[src/rtl/ak4619_pkg.sv]
`default_nettype none
//==============================================================================
// Package     : ak4619_pkg
// Description : Shared AK4619 TDM constants, sample type, channel indices and
//               a sizing helper for the frame bit counter.
// Revision    : 1.0 - initial release
//==============================================================================
package ak4619_pkg;

   // Default codec TDM geometry: 4 slots x 32 BICK, 16-bit left-justified data
   localparam int AK_N_CH       = 4;
   localparam int AK_SLOT_BITS  = 32;
   localparam int AK_W          = 16;
   localparam int AK_FRAME_BITS = AK_N_CH * AK_SLOT_BITS;

   typedef logic signed [AK_W-1:0] sample_t;

   // Slot order on SDOUT1 in TDM128 mode
   localparam int CH_ADC1_L = 0;
   localparam int CH_ADC1_R = 1;
   localparam int CH_ADC2_L = 2;
   localparam int CH_ADC2_R = 3;

   // Counter must hold 0 .. frame_bits+1 (the saturation value marks "too long")
   function automatic int cnt_width(input int frame_bits);
      return $clog2(frame_bits + 2);
   endfunction

endpackage
`default_nettype wire

[src/rtl/ak4619_tdm_rx_sync_edge.sv]
`default_nettype none
//==============================================================================
// Module      : sync_edge
// Description : Optional synchroniser chain followed by a level register (s1)
//               and an edge register (s2); reports the level and a one-cycle
//               rising-edge pulse.
// Ports       : clk, rst     - clock, asynchronous active-high reset
//               d_i          - raw input
//               level_o      - registered level (s1)
//               rise_o       - s1 & ~s2
// Revision    : 1.0 - initial release
//==============================================================================
module sync_edge #(
   parameter int SYNC_STAGES = 0
) (
   input  logic clk,
   input  logic rst,
   input  logic d_i,
   output logic level_o,
   output logic rise_o
);

   // pipe_q[SYNC_STAGES] is s1, pipe_q[SYNC_STAGES+1] is s2
   logic [SYNC_STAGES+1:0] pipe_q;

   always_ff @(posedge clk or posedge rst) begin
      if (rst) begin
         pipe_q <= '0;
      end else begin
         pipe_q[0] <= d_i;
         for (int i = 1; i <= SYNC_STAGES + 1; i++) begin
            pipe_q[i] <= pipe_q[i-1];
         end
      end
   end

   assign level_o = pipe_q[SYNC_STAGES];
   assign rise_o  = pipe_q[SYNC_STAGES] & ~pipe_q[SYNC_STAGES+1];

endmodule
`default_nettype wire

[src/rtl/ak4619_tdm_rx.sv]
`default_nettype none
//==============================================================================
// Module      : ak4619_tdm_rx
// Description : Deserialises the AK4619 TDM ADC stream (BICK/LRCK/SDOUT1,
//               sampled in the clk domain) into N_CH parallel signed samples.
//               One sample_valid pulse per complete frame, frame_err pulse on
//               a frame whose BICK count differs from N_CH*SLOT_BITS.
// Ports       : clk, rst      - system clock, asynchronous active-high reset
//               bick, lrck    - codec bit / frame clocks (clk-synchronous)
//               sdout         - codec ADC serial data
//               samples       - channel c at [c*W +: W]
//               sample_valid  - one-cycle pulse, samples refreshed
//               frame_err     - one-cycle pulse, frame length mismatch
// Revision    : 1.0 - initial release
//==============================================================================
module ak4619_tdm_rx
   import ak4619_pkg::*;
#(
   parameter int N_CH        = AK_N_CH,
   parameter int SLOT_BITS   = AK_SLOT_BITS,
   parameter int W           = AK_W,
   parameter int DELAY       = 1,
   parameter int SYNC_STAGES = 0
) (
   input  logic              clk,
   input  logic              rst,
   input  logic              bick,
   input  logic              lrck,
   input  logic              sdout,
   output logic [N_CH*W-1:0] samples,
   output logic              sample_valid,
   output logic              frame_err
);

   localparam int FRAME_BITS = N_CH * SLOT_BITS;
   localparam int CNT_W      = cnt_width(FRAME_BITS);
   localparam logic [CNT_W-1:0] CNT_FULL = CNT_W'(FRAME_BITS);
   localparam logic [CNT_W-1:0] CNT_MAX  = CNT_W'(FRAME_BITS + 1);

   // ---------------------------------------------------------------- inputs
   logic w_bick_lvl, w_bick_rise, w_lrck_lvl, w_lrck_rise, w_sd;
   logic w_unused;

   sync_edge #(.SYNC_STAGES(SYNC_STAGES)) u_bick_edge (
      .clk(clk), .rst(rst), .d_i(bick), .level_o(w_bick_lvl), .rise_o(w_bick_rise)
   );

   sync_edge #(.SYNC_STAGES(SYNC_STAGES)) u_lrck_edge (
      .clk(clk), .rst(rst), .d_i(lrck), .level_o(w_lrck_lvl), .rise_o(w_lrck_rise)
   );

   // Only the edges are needed here; the levels exist for other consumers
   assign w_unused = w_bick_lvl & w_lrck_lvl;

   // sdout gets the same depth as s1 so it lines up with bick_rise
   logic [SYNC_STAGES:0] sd_pipe_q;

   always_ff @(posedge clk or posedge rst) begin
      if (rst) begin
         sd_pipe_q <= '0;
      end else begin
         sd_pipe_q[0] <= sdout;
         for (int i = 1; i <= SYNC_STAGES; i++) begin
            sd_pipe_q[i] <= sd_pipe_q[i-1];
         end
      end
   end

   assign w_sd = sd_pipe_q[SYNC_STAGES];

   // ----------------------------------------------------------------- state
   logic [N_CH-1:0][W-1:0] shift_q, shift_d;
   logic [N_CH-1:0][W-1:0] samples_q, samples_d;
   logic [CNT_W-1:0]       cnt_q, cnt_d;
   logic                   armed_q, armed_d;
   logic                   valid_pend_q, valid_pend_d;
   logic                   err_pend_q, err_pend_d;
   logic                   sample_valid_q, frame_err_q;

   logic [CNT_W-1:0]       w_pos;   // position of the current bick edge
   int                     w_p;     // position relative to the first MSB

   always_comb begin
      shift_d      = shift_q;
      samples_d    = samples_q;
      cnt_d        = cnt_q;
      armed_d      = armed_q;
      valid_pend_d = 1'b0;
      err_pend_d   = 1'b0;
      w_pos        = cnt_q;
      w_p          = 0;

      // Frame boundary is handled before any coincident bick edge, so that
      // edge becomes position 0 of the new frame.
      if (w_lrck_rise) begin
         if (armed_q) begin
            if (cnt_q == CNT_FULL) begin
               samples_d    = shift_q;
               valid_pend_d = 1'b1;
            end else begin
               err_pend_d   = 1'b1;
            end
         end
         armed_d = 1'b1;
         shift_d = '0;
         w_pos   = '0;
         cnt_d   = '0;
      end

      if (w_bick_rise) begin
         cnt_d = (w_pos == CNT_MAX) ? w_pos : w_pos + CNT_W'(1);
         w_p   = int'(w_pos) - DELAY;
         if (w_p >= 0 && w_p < FRAME_BITS && (w_p % SLOT_BITS) < W) begin
            for (int c = 0; c < N_CH; c++) begin
               if ((w_p / SLOT_BITS) == c) begin
                  shift_d[c] = W'({shift_d[c], w_sd});
               end
            end
         end
      end
   end

   // samples_q updates one cycle ahead of the strobe, so it is already
   // stable when sample_valid is seen.
   always_ff @(posedge clk or posedge rst) begin
      if (rst) begin
         shift_q        <= '0;
         samples_q      <= '0;
         cnt_q          <= '0;
         armed_q        <= 1'b0;
         valid_pend_q   <= 1'b0;
         err_pend_q     <= 1'b0;
         sample_valid_q <= 1'b0;
         frame_err_q    <= 1'b0;
      end else begin
         shift_q        <= shift_d;
         samples_q      <= samples_d;
         cnt_q          <= cnt_d;
         armed_q        <= armed_d;
         valid_pend_q   <= valid_pend_d;
         err_pend_q     <= err_pend_d;
         sample_valid_q <= valid_pend_q;
         frame_err_q    <= err_pend_q;
      end
   end

   assign samples      = samples_q;
   assign sample_valid = sample_valid_q;
   assign frame_err    = frame_err_q;

endmodule
`default_nettype wire

[config.mk]
export PLATFORM = sky130hd
export DESIGN_NAME = ak4619_tdm_rx
export DESIGN_NICKNAME = d
export VERILOG_FILES = /design/src/rtl/ak4619_pkg.sv /design/src/rtl/ak4619_tdm_rx_sync_edge.sv /design/src/rtl/ak4619_tdm_rx.sv
export SDC_FILE = /design/constraint.sdc
export NUM_CORES = 1
export LEC_CHECK = 0
export BUFFER_PORTS_ARGS = -buffer_cell sky130_fd_sc_hd__clkbuf_2
export CAP_MARGIN = 15
export CORE_MARGIN = 1
export CORE_UTILIZATION = 63
export DETAILED_ROUTE_END_ITERATION = 16
export GPL_ROUTABILITY_DRIVEN = 0
export HOLD_SLACK_MARGIN = 0.15
export PLACE_DENSITY = 0.89
export SETUP_SLACK_MARGIN = 0.5
export SLEW_MARGIN = 5
export SYNTH_ARGS = -nofsm -noshare
export SYNTH_HDL_FRONTEND = slang
export SYNTH_SLANG_ARGS = --single-unit
[constraint.sdc]
create_clock -name clk -period 13.7 [get_ports clk]
set_input_delay 2.055 -clock clk [delete_from_list [all_inputs] [get_ports clk]]
set_output_delay 2.055 -clock clk [all_outputs]
set_load 0.05 [all_outputs]
Word level (Yosys, flattened, before mapping)
Cells that the tools add are included.
{ "word_totals": {"ramBits": 0, "latchBits": 0, "mem_bits_ro": 0, "mem_count": 0, "register_bits": 146} }
{ "classes": {"n_div": 0, "n_mux": 16, "multipliers": 0, "n_reduce_logical": 5, "n_lt_le_gt_ge": 3, "add_sub_neg": 3, "eq_ne": 5, "shifts": 0, "bitwise_logic": 5} }
{ "op_table": {"columns": ["op", "n"], "rows": [
  ["64-bit two-way mux", 3],
  ["32-bit by 3-bit equality test with 1-bit output (second input constant)", 2],
  ["16-bit two-way mux", 4],
  ["32-bit by 1-bit adder with 32-bit output", 1],
  ["32-bit by 2-bit equality test with 1-bit output (second input constant)", 1],
  ["32-bit logical NOT", 1],
  ["8-bit two-way mux", 3],
  ["8-bit equality test (second input constant)", 2],
  ["9-bit by 1-bit greater-or-equal comparator with 1-bit output (second input constant)", 1],
  ["9-bit < comparator (second input constant)", 1],
  ["8-bit by 1-bit subtractor with 9-bit output (second input constant)", 1],
  ["8-bit by 1-bit adder with 8-bit output (second input constant)", 1],
  ["6-bit < comparator (second input constant)", 1],
  ["1-bit two-way mux", 6],
  ["5-bit OR reduction", 1],
  ["1-bit AND", 3],
  ["3-bit AND reduction", 1],
  ["1-bit logical AND", 2],
  ["1-bit inverter", 2]
]} }

Logic depth before layout (Yosys ltp)
Gate-level depths: netlist of the first run.
{ "logic_depth": {"depth_word": 11, "depth_mapped": 20, "ltp_nobuf": 14} }

Modules after synthesis
Synthesis of the first run repeated with hierarchy kept, for this count alone.
{ "hier_totals": {"hier_cells": 463, "area_unflattened_um2": 6323.6} }
{ "by_module_without_submodules": {"columns": ["mod", "n_inst", "cells_each", "area_each_um2", "seq_area_each_um2"], "rows": [
  ["ak4619_tdm_rx", 1, 455, 6188.4, 3553.4],
  ["sync_edge", 2, 4, 67.6, 50.0]
]} }

Worst setup path before layout of the first run
No wires, ideal clock.
{ "synth_path": {"path_kind": "reg-to-reg", "start": "reg u_lrck_edge.pipe_q[1]", "end": "reg shift_q[22] in the netlist's numbering", "stages_incl_launch_ff": 21, "arrival_time_ps": 4361, "slack_ps": 9259, "required_ps": 13621, "setup_time_ps": 79, "path_buffers": 6, "path_cell_list": "dfrtp_1 -> nand2b_1 -> clkbuf_1 -> clkbuf_1 -> clkbuf_1 -> nand2_1 -> ha_1 -> buf_2 -> o21a_1 -> ha_1 -> buf_2 -> inv_1 -> a21oi_1 -> o211ai_1 -> ha_1 -> nor4bb_1 -> nand4_1 -> a221o_1 -> a211oi_4 -> buf_8 -> mux2i_1"} }
{ "synth_rtl": {"columns": ["item", "line", "text"], "rows": [
  ["from (decl)", "ak4619_tdm_rx_sync_edge.sv:24", "logic [SYNC_STAGES+1:0] pipe_q;"],
  ["from (signal, indexed assignment)", "ak4619_tdm_rx_sync_edge.sv:32", "pipe_q[i] <= pipe_q[i-1];"],
  ["to (signal assigned)", "ak4619_tdm_rx.sv:136", "shift_q <= shift_d;"],
  ["to (decl)", "ak4619_tdm_rx.sv:72", "logic [N_CH-1:0][W-1:0] shift_q, shift_d;"]
]} }

==> flow_summary.ini, run 1 <==
[clocking]
htree_levels = 4
cts_root_buf = clkbuf_8
clk_pin_slew_worst_paths_ns = 0.06
cts_setup_buffers = 0
cts_sinks = 146
hold_buffers = 0
cts_buffer_depth = 2
clk_latency_ns = 0.53
cts_tree = built
ctsResizeCount = 0
cts_made_buffers = 17

[place]
port_buffers = 70
dpl.hpwl_um = 7710
pre_cts_ws_ns = 8.43

[routing]
drtAntennaViolNets = 0
vias_per_cell = 5.86
drt-initial-drc-count = 293
post-route-drc-count = 0
drt_pre_antenna_iters = 4
wirelength_um = 12900
dr_total_vias = 4000
avgRoutedWirePerCell_um = 18.9

[grt]
grt_pass1_vias = 4161
overflow = 0
grt_pass1_wl_um = 21100
grt.total_usage = 0.275
grt_max_degree = 80
antenna_found_initial = 0

[pwr]
p_leak_nw = 3.50
vdd_drop_max_v = 0.000100
powerDensity_nw_per_um2 = 139

[setup_path]
crit_arrival_ns = 6.01
r2r_start = u_lrck_edge.pipe_q[1]
critPathKind = flop to flop
start_kind = flop
cp.required_ns = 14.11
cp-startpoint = u_lrck_edge.pipe_q[1]
crit_path_end_kind = flop
crit_fanout = 79

[yosys]
synth_seq_cells = 146
synth_ff_type = dfrtp_1
synth_most_common_cell = dfrtp_1
syn-num-nets = 488
synth-edff-count = 0
synthTopCellsByCount = 146 x dfrtp_1, 71 x nand2_1, 65 x mux2_2
synthArstFlopShare = 1.00
ys.warnings.count = 0
synth_cell_types = 38
ys_top_cells_by_area = dfrtp_1 58%, mux2_2 12%, mux2i_1 10%
syn_area_sq_um = 6260
syn_inst = 474
synth_top_area_cell = dfrtp_1
yosysSeqAreaShare = 0.584
synth_area_per_cell_sq_um = 13.2
yosysTopAreaCellShare = 0.584

[hold_path]
min_from = valid_pend_q
min_path_type = flop to flop

[floorplanning]
die_y_um = 102
core-area_sq_um = 9680
dieArea_sq_um = 10300
rows = 36
start_util = 0.646
die_w_um = 102
pin_count = 71

[sta]
hold_viol = 0
worst_pin_slew_ns = 1.11
rsz0062_at_grt = no
period_minus_slack_ns = 5.60
max_slew_margin = 0.260
fin_setup_tns_ns = 0
fin_skew_ns = 0.0120
max_freq_ghz = 0.179
worst_slack_ns = 8.10
setup_viol = 0
drv_slew = 0
period_share = 0.409

[layout]
antenna_cells = 0
nNetsFinal = 552
syn2layout_area_growth_pct = 15.7
drive_gt1_frac = 0.333
n_fill_cell = 597
multi_input_area_sq_um = 2410
seq_area_sq_um = 3650

[job]
drv_cap = 0

[outcome]
status = complete, no violations
==> power breakdown <==
part	leakage [nW]	total (mW)	switching (mW)	internal, mW
Combinational	1.19	0.103	0.0720	0.0314
Clock	0.294	0.469	0.171	0.298
Sequential	2.02	0.437	0.00238	0.434
==> final timing paths <==
path	to	slack, ns	cells after the start
min reg2reg	sample_valid	0.35	0
min in group asynchronous	samples[5]	1.63	2
max in group asynchronous	shift_q[22]	10.70	3
min	sample_valid	0.35	0
max reg2reg	shift_q[60]	8.10	15
max	shift_q[60]	8.10	15
==> worst max-delay path, stage by stage (launching register included) <==
cell	delay, ns
dfrtp_1	0.37
nand2b_2	0.16
buf_4	0.35
nand2_1	0.26
ha_1	0.57
o21a_1	0.25
ha_1	0.40
inv_1	0.20
a21oi_1	0.22
o211ai_1	0.13
ha_1	0.32
nor4bb_1	0.41
nand4_1	0.13
a221o_1	0.37
a211oi_4	0.93
mux2i_1	0.38
==> sequential cells by signal, indices dropped and copies added (netlist names) <==
register and count:
samples 64, u_lrck_edge.pipe_q 2, frame_err 1, err_pend_q 1
armed_q 1, sd_pipe_q 1, sample_valid 1, cnt_q 8
shift_q 64, u_bick_edge.pipe_q 2, valid_pend_q 1
==> per-stage QoR <==
| stage | utilization | power, mW | instance area, sq um | hold slack (ns) | cells |
|---|---|---|---|---|---|
| after CTS | 0.748 | 1.01 | 7240 | 0.349 | 683 |
| after global placement | 0.686 | 0.532 | 6640 | 0.332 | 652 |
| after global routing | 0.748 | 1.04 | 7240 | 0.352 | 683 |
| after floorplan | - | 0.521 | 6260 | 0.331 | 474 |
| after detailed placement | 0.686 | 0.541 | 6640 | 0.336 | 652 |
| final | 0.748 | 1.01 | 7240 | 0.347 | 683 |
==> placed cells by master (no fill, tap or decap), drive strengths merged, types with 2 or more instances in the layout <==
master  Yosys  layout
o211ai      3       3
clkinv      0       6
clkbuf     15      90
nor2       10      10
mux2i      64      64
xnor2       2       2
xor2        5       5
dfrtp     146     146
inv         9       9
a21oi       6       6
a211oi      6       6
o21ai       5       5
nor2b       4       4
buf        13       3
nand4       2       2
nand2b      5       5
ha          9       9
a311oi      3       3
o21a        2       2
nor4bb      2       2
mux2       65      65
nor4        7       7
a221o       2       2
nor3        3       3
bufinv      0       4
nand3       3       3
and3        5       5
nand2      71      71
and2        2       2
==> per-layer routing <==
layer / wire (um) / part of all wire / GRT usage / up-vias
li1: - / - / - / 1777
met1: 5110 / 0.40 / 0.333 / 2034
met2: 6710 / 0.52 / 0.456 / 145
met3: 586 / 0.045 / 0.0663 / 44
met4: 508 / 0.039 / 0.153 / 0
met5: 0 / 0 / 0 / -
==> final cells by class <==
| cell class | count | share of cell area |
|---|---|---|
| sequential | 146 | 0.505 |
| multi-input combinational | 291 | 0.333 |
| clock buffer | 20 | 0.0601 |
| timing repair buffer | 73 | 0.0515 |
| tap | 133 | 0.0230 |
| clock inverter | 11 | 0.0223 |
| inverter | 9 | 0.00536 |
==> logic make-up after synthesis <==
family | after synthesis | synth area share
compound gates | 29 | 0.0460
flops | 146 | 0.584
fa+ha+maj | 9 | 0.0180
simple gates | 117 | 0.0900
mux | 129 | 0.219
buf+inv | 37 | 0.0332
xor+xnor | 7 | 0.00980
(Power assumes the default switching activity.)
==> run 2: changes to the inputs <==
- CORE_UTILIZATION: 63 -> 52
- PLACE_DENSITY: 0.89 -> 0.79
- clock period: 13.7 -> 4.9 ns (I/O delays scaled with it)
==> flow_summary.ini, run 2 (synthesized netlist as in run 1, its figures left out) <==
[clocking]
clk_pin_slew_worst_paths_ns = 0.06
ctsResizeCount = 1
cts_buffer_depth = 2
hold_buffers = 0
clk_latency_ns = 0.42
cts_made_buffers = 17
cts_root_buf = clkbuf_16
cts_setup_buffers = 0
cts_sinks = 146
cts_tree = built
htree_levels = 4

[grt]
grt_pass1_vias = 4068
grt_pass1_wl_um = 19400
overflow = 0
antenna_found_initial = 0
grt_max_degree = 147
grt.total_usage = 0.201

[place]
dpl.hpwl_um = 7270
pre_cts_ws_ns = 0.518
dpl_cell_area_sq_um = 6710
port_buffers = 70

[floorplanning]
start_util = 0.541
die_y_um = 112
die_w_um = 112
dieArea_sq_um = 12500
rows = 39
core-area_sq_um = 11600
pin_count = 71

[outcome]
status = finished, violations left
failed_checks = design-rule violations

[setup_path]
r2r_start = cnt_q[3]
rrSetupSlack_ns = 0.76
crit_fanout = 16
reg2regPathDepth = 14
start_kind = flop
worst_r2r_endpoint = shift_q[38]
critPathKind = flop to flop
cp.required_ns = 5.24
max_stage_delay_ns = 0.63
path_cells = or4_4, nor3_2, o21a_1, ha_2, inv_1, a21oi_1, nand2_1, ha_1, nor4bb_1, nand4b_1, a221o_1, a211oi_4, buf_4, mux2i_1
slowest_stage = or4_4
crit_path_end_kind = flop
crit_arrival_ns = 4.48

[layout]
drive_gt1_frac = 0.352
mostFrequentLayoutCells = 146 x dfrtp_1, 71 x nand2_1, 70 x clkbuf_2, 65 x mux2_2, 64 x mux2i_1
final_common_cell = dfrtp_1
seq_area_sq_um = 3650
syn2layout_area_growth_pct = 17.5
multi_input_area_sq_um = 2430
design_area_sq_um = 7350
antenna_cells = 0
n_fill_cell = 859
nNetsFinal = 558

[sta]
worst_slack_ns = 0.758
fin_setup_tns_ns = 0
period_minus_slack_ns = 4.14
max_freq_ghz = 0.241
drv_slew = 0
period_share = 0.845
max_slew_margin = 0.379
setup_viol = 0
fin_skew_ns = 0.0139
hold_viol = 0
rsz0062_at_grt = no
worst_pin_slew_ns = 0.931

[routing]
wirelength_um = 11500
drtAntennaViolNets = 0
wl_met1_um = 5050
dr_total_vias = 3831
drt-initial-drc-count = 250
post-route-drc-count = 6
avgRoutedWirePerCell_um = 16.4
vias_per_cell = 5.47
top_layer = met4
drt_pre_antenna_iters = 10
wl_met3_um = 407
met2_length_um = 5880

[job]
drv_cap = 0

[pwr]
powerDensity_nw_per_um2 = 384
p_leak_nw = 3.53
vdd_drop_max_v = 0.000291

[hold_path]
hold_depth = 0
min_path_type = flop to flop
min_from = valid_pend_q
min_to = sample_valid
==> run 2: per-stage QoR <==
| step | power (mW) | utilization | cells | hold slack, ns |
|---|---|---|---|---|
| 2_1_floorplan | 1.46 | - | 474 | 0.331 |
| 4_1_cts | 2.84 | 0.634 | 700 | 0.355 |
| 3_3_place_gp | 1.50 | 0.580 | 668 | 0.334 |
| 3_5_place_dp | 1.51 | 0.580 | 668 | 0.342 |
| 6_report | 2.82 | 0.636 | 700 | 0.349 |
| 5_1_grt | 2.92 | 0.636 | 700 | 0.360 |
==> run 2: worst max-delay path by stage <==
| stage | from | end | slack [ns] | cells past startpoint |
|---|---|---|---|---|
| floorplan | u_lrck_edge.pipe_q[1] | shift_q[1] | 0.51 | 20 |
| global placement | cnt_q[3] | shift_q[16] | 0.77 | 14 |
| detailed placement | cnt_q[3] | shift_q[16] | 0.52 | 14 |
| CTS | cnt_q[3] | shift_q[17] | 0.59 | 14 |
| global route | cnt_q[3] | shift_q[40] | 0.45 | 14 |
| finish | cnt_q[3] | shift_q[38] | 0.76 | 14 |
==> run 2: cell type report <==
type                            count  share of cell area
Multi-Input combinational cell    291               0.330
Inverter                            9             0.00510
Clock inverter                     13              0.0218
Clock buffer                       19              0.0616
Timing Repair Buffer               79              0.0601
Tap cell                          143              0.0243
Sequential cell                   146               0.497
==> run 2: power by group <==
group | internal [mW] | switching (mW)
registers | 1.21 | 0.00615
clock network | 0.825 | 0.495
logic | 0.0993 | 0.184
==> run 2: layer usage <==
layer,global-route usage,vias to the layer above
li1,-,1793
met1,0.241,1946
met2,0.344,77
met3,0.0523,15
met4,0.0847,0
met5,0,-
==> run 2: critical path, delay by kind of cell, from the launching register on <==
kind | cells | cell delay (ns)
simple gates | 5 | 1.45
compound gates | 4 | 0.88
flops | 1 | 0.45
buf+inv | 2 | 0.43
fa+ha+maj | 2 | 0.60
mux | 1 | 0.23
